File: src/rtl/encoder8_3_sync.sv
// Registered 8-to-3 priority encoder with a stability filter and a change strobe.
// Optional macro MULTI_HOT_ERR_EN adds a multi-hot flag to the key and to out_multi.
module encoder8_3_sync #(
    parameter int STABLE_CYC = 4
) (
    input  logic       sys_clk,
    input  logic       sys_rst,
    input  logic [7:0] in,
    output logic [2:0] out_code,
    output logic       out_active,
    output logic       out_valid,
    output logic       out_multi
);

`ifdef MULTI_HOT_ERR_EN
    localparam int KW = 5;
`else
    localparam int KW = 4;
`endif
    localparam int CW = $clog2(STABLE_CYC) + 1;
    localparam logic [CW-1:0] CNT_LAST = CW'(STABLE_CYC - 1);

    typedef enum logic [1:0] {
        IDLE,
        CHECK,
        UPDATE
    } state_t;

    logic [7:0]    sync1_reg;
    logic [7:0]    in_s_reg;
    state_t        state_reg, state_next;
    logic [KW-1:0] cand_reg, cand_next;
    logic [CW-1:0] cnt_reg, cnt_next;
    logic [2:0]    out_code_reg, out_code_next;
    logic          out_active_reg, out_active_next;
    logic          out_valid_reg, out_valid_next;

    logic [7:0]    above;
    logic [7:0]    hi;
    logic [2:0]    enc;
    logic          any;
    logic [KW-1:0] key;
    logic [KW-1:0] pub_key;

    always_ff @(posedge sys_clk) begin
        if (sys_rst) begin
            sync1_reg <= '0;
            in_s_reg  <= '0;
        end else begin
            sync1_reg <= in;
            in_s_reg  <= sync1_reg;
        end
    end

    // above[i] is set when some higher-priority line is also set
    assign above[7] = 1'b0;
    generate
        for (genvar gi = 0; gi < 7; gi++) begin : g_above
            assign above[gi] = above[gi+1] | in_s_reg[gi+1];
        end
        for (genvar gi = 0; gi < 8; gi++) begin : g_hi
            assign hi[gi] = in_s_reg[gi] & ~above[gi];
        end
    endgenerate

    always_comb begin
        enc = '0;
        for (int i = 0; i < 8; i++) begin
            if (hi[i]) enc = 3'(i);
        end
    end

    assign any = |in_s_reg;

`ifdef MULTI_HOT_ERR_EN
    logic multi;
    logic out_multi_reg, out_multi_next;

    // a set bit with another set bit above it means at least two bits are set
    assign multi   = |(in_s_reg & above);
    assign key     = {enc, any, multi};
    assign pub_key = {out_code_reg, out_active_reg, out_multi_reg};
    assign out_multi = out_multi_reg;
`else
    assign key     = {enc, any};
    assign pub_key = {out_code_reg, out_active_reg};
    assign out_multi = 1'b0;
`endif

    always_ff @(posedge sys_clk) begin
        if (sys_rst) begin
            state_reg      <= IDLE;
            cand_reg       <= '0;
            cnt_reg        <= '0;
            out_code_reg   <= '0;
            out_active_reg <= 1'b0;
            out_valid_reg  <= 1'b0;
`ifdef MULTI_HOT_ERR_EN
            out_multi_reg  <= 1'b0;
`endif
        end else begin
            state_reg      <= state_next;
            cand_reg       <= cand_next;
            cnt_reg        <= cnt_next;
            out_code_reg   <= out_code_next;
            out_active_reg <= out_active_next;
            out_valid_reg  <= out_valid_next;
`ifdef MULTI_HOT_ERR_EN
            out_multi_reg  <= out_multi_next;
`endif
        end
    end

    always_comb begin
        state_next      = state_reg;
        cand_next       = cand_reg;
        cnt_next        = cnt_reg;
        out_code_next   = out_code_reg;
        out_active_next = out_active_reg;
        out_valid_next  = 1'b0;
`ifdef MULTI_HOT_ERR_EN
        out_multi_next  = out_multi_reg;
`endif
        case (state_reg)
            IDLE: begin
                if (key != pub_key) begin
                    cand_next  = key;
                    cnt_next   = '0;
                    state_next = CHECK;
                end
            end
            CHECK: begin
                if (key != cand_reg) begin
                    cand_next = key;
                    cnt_next  = '0;
                end else if (key == pub_key) begin
                    // bounce settled back on the already-published value
                    state_next = IDLE;
                end else if (cnt_reg == CNT_LAST) begin
                    state_next = UPDATE;
                end else begin
                    cnt_next = cnt_reg + CW'(1);
                end
            end
            UPDATE: begin
                out_code_next   = cand_reg[KW-1 -: 3];
                out_active_next = cand_reg[KW-4];
`ifdef MULTI_HOT_ERR_EN
                out_multi_next  = cand_reg[0];
`endif
                out_valid_next  = 1'b1;
                state_next      = IDLE;
            end
            default: state_next = IDLE;
        endcase
    end

    assign out_code   = out_code_reg;
    assign out_active = out_active_reg;
    assign out_valid  = out_valid_reg;

endmodule
File: config.mk
export PLATFORM = sky130hd
export DESIGN_NAME = encoder8_3_sync
export DESIGN_NICKNAME = d
export VERILOG_FILES = /design/src/rtl/encoder8_3_sync.sv
export SDC_FILE = /design/constraint.sdc
export NUM_CORES = 1
export LEC_CHECK = 0
export ABC_AREA = 1
export BUFFER_PORTS_ARGS = -buffer_cell sky130_fd_sc_hd__buf_2
export CAP_MARGIN = 20
export CORE_MARGIN = 4
export CORE_UTILIZATION = 55
export DETAILED_ROUTE_END_ITERATION = 12
export MAX_ROUTING_LAYER = met4
export PLACE_DENSITY = 0.8
export SLEW_MARGIN = 30
export SYNTH_ARGS = -nofsm -noshare
export SYNTH_HDL_FRONTEND = slang
export SYNTH_SLANG_ARGS = --single-unit
File: constraint.sdc
create_clock -name sys_clk -period 2 [get_ports sys_clk]
set_input_delay 0.2 -clock sys_clk [delete_from_list [all_inputs] [get_ports sys_clk]]
set_output_delay 0.2 -clock sys_clk [all_outputs]
set_load 0.03 [all_outputs]
# Word level (Yosys, flattened, before mapping)
# Index checks and enable logic that the tools add are counted.
dict set report classes {
  n_bitwise 17
  n_reduce_logical 6
  n_eq_ne 12
  mux 21
  add_sub_neg 1
}
# operator count
set op_table {}
lappend op_table {{$mux W3} 9}
lappend op_table {{$mux W2} 5}
lappend op_table {{$ne A3 B3 Y1 const B} 3}
lappend op_table {{$mux W4} 2}
lappend op_table {{$ne A4 B4 Y1} 2}
lappend op_table {{$pmux W4 S2} 1}
lappend op_table {{$reduce_or A8 Y1} 1}
lappend op_table {{$and A1 B1 Y1} 6}
lappend op_table {{$ne A2 B2 Y1 const B} 3}
lappend op_table {{$not A1 Y1} 6}
lappend op_table {{$pmux W3 S2} 1}
lappend op_table {{$reduce_and A3 Y1} 2}
lappend op_table {{$or A1 B1 Y1} 5}
lappend op_table {{$eq A4 B4 Y1} 1}
lappend op_table {{$pmux W2 S2} 1}
lappend op_table {{$reduce_and A4 Y1} 1}
lappend op_table {{$add A3 B1 Y3 const B} 1}
lappend op_table {{$eq A3 B2 Y1 const B} 1}
lappend op_table {{$eq A2 B1 Y1 const B} 1}
lappend op_table {{$eq A2 B2 Y1 const B} 1}
lappend op_table {{$logic_not A2 Y1} 1}
lappend op_table {{$mux W1} 2}
lappend op_table {{$reduce_bool A2 Y1} 1}
dict set report totals {
  inputBits 10
  regBits 30
  word_cells 65
}

# Depth between registers and ports, before layout
dict set report depth {
  ltp_word 18
  mapped_depth 15
}

# Least setup slack after synthesis
# No wires, ideal clock.
dict set report synth_timing {
  kind {register to register}
  from {reg in_s_reg[6]}
  to {reg cand_reg[0]}
  arrival_time_ns 1.336
  n_path_buf 1
  required_ns 1.885
  period_less_slack_ns 1.451
  setup_slack_ns 0.549
  stages_incl_launch_ff 12
  cell_sequence {dfxtp_1 -> nor2_4 -> nand2_4 -> nor2_2 -> nor2_1 -> nor2_1 -> nor2_2 -> nand3_1 -> nand3_2 -> buf_6 -> nor3_2 -> nor2_1}
}
dict set report synth_between {
  elab_chain_cells 17
  word_cells_on_any_way 32
}
# item line_no
set synth_lines {}
lappend synth_lines {{from (decl)} 30} ;# logic [7:0] in_s_reg;
lappend synth_lines {{from (signal assigned)} 51} ;# in_s_reg <= sync1_reg;
lappend synth_lines {{$or A1 B1 Y1 (5 in a row)} 59} ;# assign above[gi] = above[gi+1] | in_s_reg[gi+1];
lappend synth_lines {{$not A1 Y1} 62} ;# assign hi[gi] = in_s_reg[gi] & ~above[gi];
lappend synth_lines {{$and A1 B1 Y1} 62}
lappend synth_lines {{$mux W1} 69} ;# if (hi[i]) enc = 3'(i);
lappend synth_lines {{$mux W2} 69}
lappend synth_lines {{$mux W3 (5 in a row)} 69}
lappend synth_lines {{$ne A4 B4 Y1, on equally long branches} {133, 126}}
lappend synth_lines {{$ne A2 B2 Y1 (no source line)} -}
lappend synth_lines {{$reduce_and A3 Y1 (no source line)} -}
lappend synth_lines {{to (signal assigned)} 103} ;# cand_reg <= cand_next;
lappend synth_lines {{to (decl)} 32} ;# logic [KW-1:0] cand_reg, cand_next;
# Several ways; a longest one is shown, not always the timed one. The select of a mux whose other input is x is not followed.
# A chain may end at the register's enable or synchronous reset.

# Worst setup path after layout
dict set report layout_timing {
  from {reg in_s_reg[6]}
  to {reg cnt_reg[1]}
}
dict set report layout_between {
  elab_chain_cells 17
  word_cells_on_any_way 33
}
# item line_no
set layout_lines {}
lappend layout_lines {{$or A1 B1 Y1 (5 in a row)} 59}
lappend layout_lines {{$not A1 Y1} 62}
lappend layout_lines {{$and A1 B1 Y1} 62}
lappend layout_lines {{$mux W1} 69}
lappend layout_lines {{$mux W2} 69}
lappend layout_lines {{$mux W3 (5 in a row)} 69}
lappend layout_lines {{$ne A4 B4 Y1, or another cell as far along} 133} ;# if (key != cand_reg) begin
lappend layout_lines {{$ne A3 B3 Y1 (no source line), or another cell as far along} -}
lappend layout_lines {{$reduce_and A4 Y1 (no source line) / $pmux W3 S2 (equally long branches)} -}
lappend layout_lines {{to (signal assigned)} 104} ;# cnt_reg <= cnt_next;
lappend layout_lines {{to (decl)} 33} ;# logic [CW-1:0] cnt_reg, cnt_next;
# Several ways; a longest one is shown, not always the timed one.

==> out/results.md <==
| Parameter | This run | Unit |
|:---|:---|:---|
| Result of the run | complete, no violations | - |
| Layout-stage area growth over the synthesis result | 11.0 | % |
| Post-Syn Area | 0.00130 | mm² |
| DRC violation total after the first TritonRoute iteration | 29 | - |
| Cell Rows | 17 | - |
| Setup repair after global routing missed its margin | no | - |
| Count of synthesis-stage warnings from yosys | 0 | - |
| Port Buffer Count | 14 | - |
| Largest net degree at the start of global routing | 22 | - |
| Final instance area | 0.00144 | mm² |
| Cell area reported after detailed placement | 0.00138 | mm² |
| CP startpoint kind | flop | - |
| Worst path cell trace | nor2_4 -> nand2_4 -> nand2_1 -> nand2_1 -> clkinv_1 -> nand2_1 -> nor2_2 -> nand4_2 -> nand3_2 -> nand3_1 -> a21oi_1 | - |
| Adder-cell area share of the yosys netlist | 1.92 | % |
| Share of synthesized flip-flops with an asynchronous set or reset | 0 | % |
| Worst path max stage delay | 0.34 | ns |
| Post-synthesis share of cell area spent on and, or, nand and nor gates | 33.3 | % |
| Total of cells resized after clock tree synthesis | 0 | - |
| Share of synthesized area occupied by flip-flops and latches | 46.2 | % |
| Largest fanout of any net on the critical path | 12 | - |
| # clock sinks | 30 | - |
| Detailed-routing iteration count for the pre-antenna-repair pass | 4 | - |
| Clock period minus final worst setup slack | 1.68 | ns |
| Post-CTS Setup Bufs | 0 | - |
| List of most frequent post-synthesis cells | 34 x inv_1, 32 x nand2_1, 31 x nor2_1 | - |
| Switching power share of the total | 30.2 | % |
| Routed vias/inst | 4.85 | - |
| Worst endpoint data arrival time | 1.94 | ns |
| Setup_tns | 0 | ns |
| WL met1 | 1.06 | mm |
| Count of final setup violators | 0 | - |
| Proportion of layout cells with a drive suffix above 1 | 17.3 | % |
| Number of storage elements in the synthesis netlist | 30 | - |
| RePlAce Congestion | 0.777 | - |
| Cell at the slowest stage of the critical path | dfxtp_1 | - |
| CTS tree | done | - |
| Leakage | 0.723 | nW |
| Sequential cell area | 601 | µm² |
| Number of antenna violations at the first check in global routing | 0 | - |
| Wire length per cell after detailed routing | 10.5 | µm |
| Mean area per synthesized cell | 7.31 | µm² |
| Final count of pins violating max slew | 0 | - |
| Placed Instances | 216 | - |
| Die Outline Area | 0.00321 | mm² |
| Std-Cell Core Area | 0.00223 | mm² |
| Initial Util | 58.3 | % |
| Multi-input combinational cell area | 539 | µm² |
| IR Drop Worst-Case VDD | 0.675 | mV |
| CTS Buf Count | 5 | - |
| Layout fillers | 203 | - |
| Post-synthesis cell type count | 24 | - |
| Compound-cell area share of the yosys netlist | 5.96 | % |
| Cell with the most instances after synthesis | inv_1 | - |
| Max Used Layer | met4 | - |
| Final antenna-violating net count | 0 | - |
| Post-synthesis cell type with the largest combined area | dfxtp_1 | - |
| PD cells | 866 | mW/mm² |
| Routed Wire Length | 2.34 | mm |
| Post-synth top area share | 46.2 | % |
| Routed wire length on met2 | 1.11 | mm |
| Number of nets at the end of the flow | 207 | - |
| All-layer global routing usage | 16.3 | % |
| Number of hold violations in the final report | 0 | - |
| Portion of the clock cycle consumed by the worst path in the final layout | 84.2 | % |
| Critical Setup Path Class | reg -> reg | - |
| Cell family with most CP delay | simple AND/OR/NAND/NOR gates | - |
| Combinational share of power | 16.8 | % |
| Level count of the clock H-tree | 2 | - |
| N_diodes | 0 | - |
| Maximum buffer depth of the clock tree | 2 | - |
| EDFF count, synth | 0 | - |
| Y dimension of the die | 56.6 | µm |
| Routed wire length on met3 | 134 | µm |
| Vias post-DR | 1086 | - |
| Clock latency at the later pin of the worst-skew pair | 0.33 | ns |
| Clk root buf | clkbuf_4 | - |
| Kind of capture point of the worst setup path | flop | - |
| Detailed placement HPWL | 1.61 | mm |
| Highest Clock Rate | 0.594 | GHz |
| Largest cells by area after synthesis | dfxtp_1 46%, inv_1 9.8%, nand2_1 9.2%, nor2_1 8.9%, nand3_1 4.2% | - |
| Setup WS post-layout | 0.316 | ns |
| Crit path buf inv count | 1 | - |
| Cts hold-fix bufs | 0 | - |
| Worst min path class | in -> reg | - |
| Worst setup slack before clock tree synthesis | 0.367 | ns |
| Die extent in x | 56.6 | µm |
| First-pass GRT wire length | 3.89 | mm |
| Largest family of logic cells by synthesized area | simple AND/OR/NAND/NOR gates | - |
| Cell-internal power | 0.000873 | W |
| Critical path data required time | 2.26 | ns |
| Non-filler cells, final | 224 | - |
| Gate count of the mapped netlist | 178 | - |
| Maximum capacitance violations | 0 | - |
| Most used flip-flop cell after synthesis | dfxtp_1 | - |
| Synthesized netlist net count | 190 | - |
| Switch Pwr | 0.000377 | W |
| Synthesized-area fraction occupied by xor and xnor cells | 0 | % |
| Share of cell area taken by muxes after synthesis | 0 | % |
| Crit path top cell by count | nand2_1 | - |
| Portion of total power attributed to the clock network | 30.7 | % |
| Grt total ovfl | 0 | - |
| Clock-pin slew on the worst setup and hold paths | 0.09 | ns |
| Via count of the first global-routing pass | 980 | - |
| Boundary pin count | 16 | - |
| Maximum clock skew at final layout | 0.00504 | ns |
| Sequential share of power | 52.5 | % |
| # DRC | 0 | - |
## logic make-up (layout without fill, tap and decap cells)
family | after synthesis | in the layout
AOI/OAI and AO/OA | 15 | 15
adders and majority gates | 2 | 2
DFF | 30 | 30
other | 1 | 1
and+or+nand+nor | 90 | 90
buffers and inverters | 40 | 58
## placed cells by master, fill, tap and decap left out, types with 3 or more instances in the layout
| master | n |
|---|---|
| o21ai_0 | 5 |
| a21oi_1 | 8 |
| nand2_1 | 32 |
| nor2_1 | 31 |
| buf_2 | 14 |
| nand3_1 | 11 |
| dfxtp_1 | 30 |
| nor2_2 | 3 |
| nor2_4 | 3 |
| clkbuf_4 | 5 |
| inv_1 | 34 |
## path summary, 6_finish.rpt
kind / from / end / slack (ns) / cells after the start
worst max-delay path: in_s_reg[6] / cnt_reg[1] / 0.32 / 11
worst min-delay path: in[3] / sync1_reg[3] / 0.06 / 3
worst max register to register: in_s_reg[6] / cnt_reg[1] / 0.32 / 11
worst min register to register: sync1_reg[1] / in_s_reg[1] / 0.41 / 2
## power by group through the flow
stage	Combinational [W]	Sequential (W)	Clock, W
floorplan	0.000165	0.000674	0
global placement	0.000199	0.000668	0
detailed placement	0.000207	0.000670	0
CTS	0.000208	0.000656	0.000396
global route	0.000231	0.000662	0.000439
finish	0.000210	0.000657	0.000384
## worst min-delay path: cells and delay by family
kind	cells	cell delay, ns
buffers and inverters	2	0.10
AND/OR/NAND/NOR	1	0.06
## routing by layer
layer  vias up  global-route usage (%)
li1        566                       -
met1       488                    16.5
met2        26                    26.7
met3         6                    7.13
met4         0                    7.80
met5         -                       -
## metrics by stage
step | hold slack, ns | total power, W | utilization [%]
6_report | 0.0629 | 0.00125 | 64.6
5_1_grt | 0.0393 | 0.00133 | 64.6
4_1_cts | 0.0495 | 0.00126 | 64.6
3_5_place_dp | 0.392 | 0.000877 | 61.8
3_3_place_gp | 0.393 | 0.000867 | 61.8
2_1_floorplan | 0.307 | 0.000839 | -
## cell type report
cell class                 instances  area share, %
clock buffer                       6           3.55
clock inverter                     2          0.867
inverter                          36           9.36
multi-input combinational        108           37.3
sequential                        30           41.6
tap                               28           2.43
timing repair buffer              14           4.85
(Power assumes the default switching activity.)
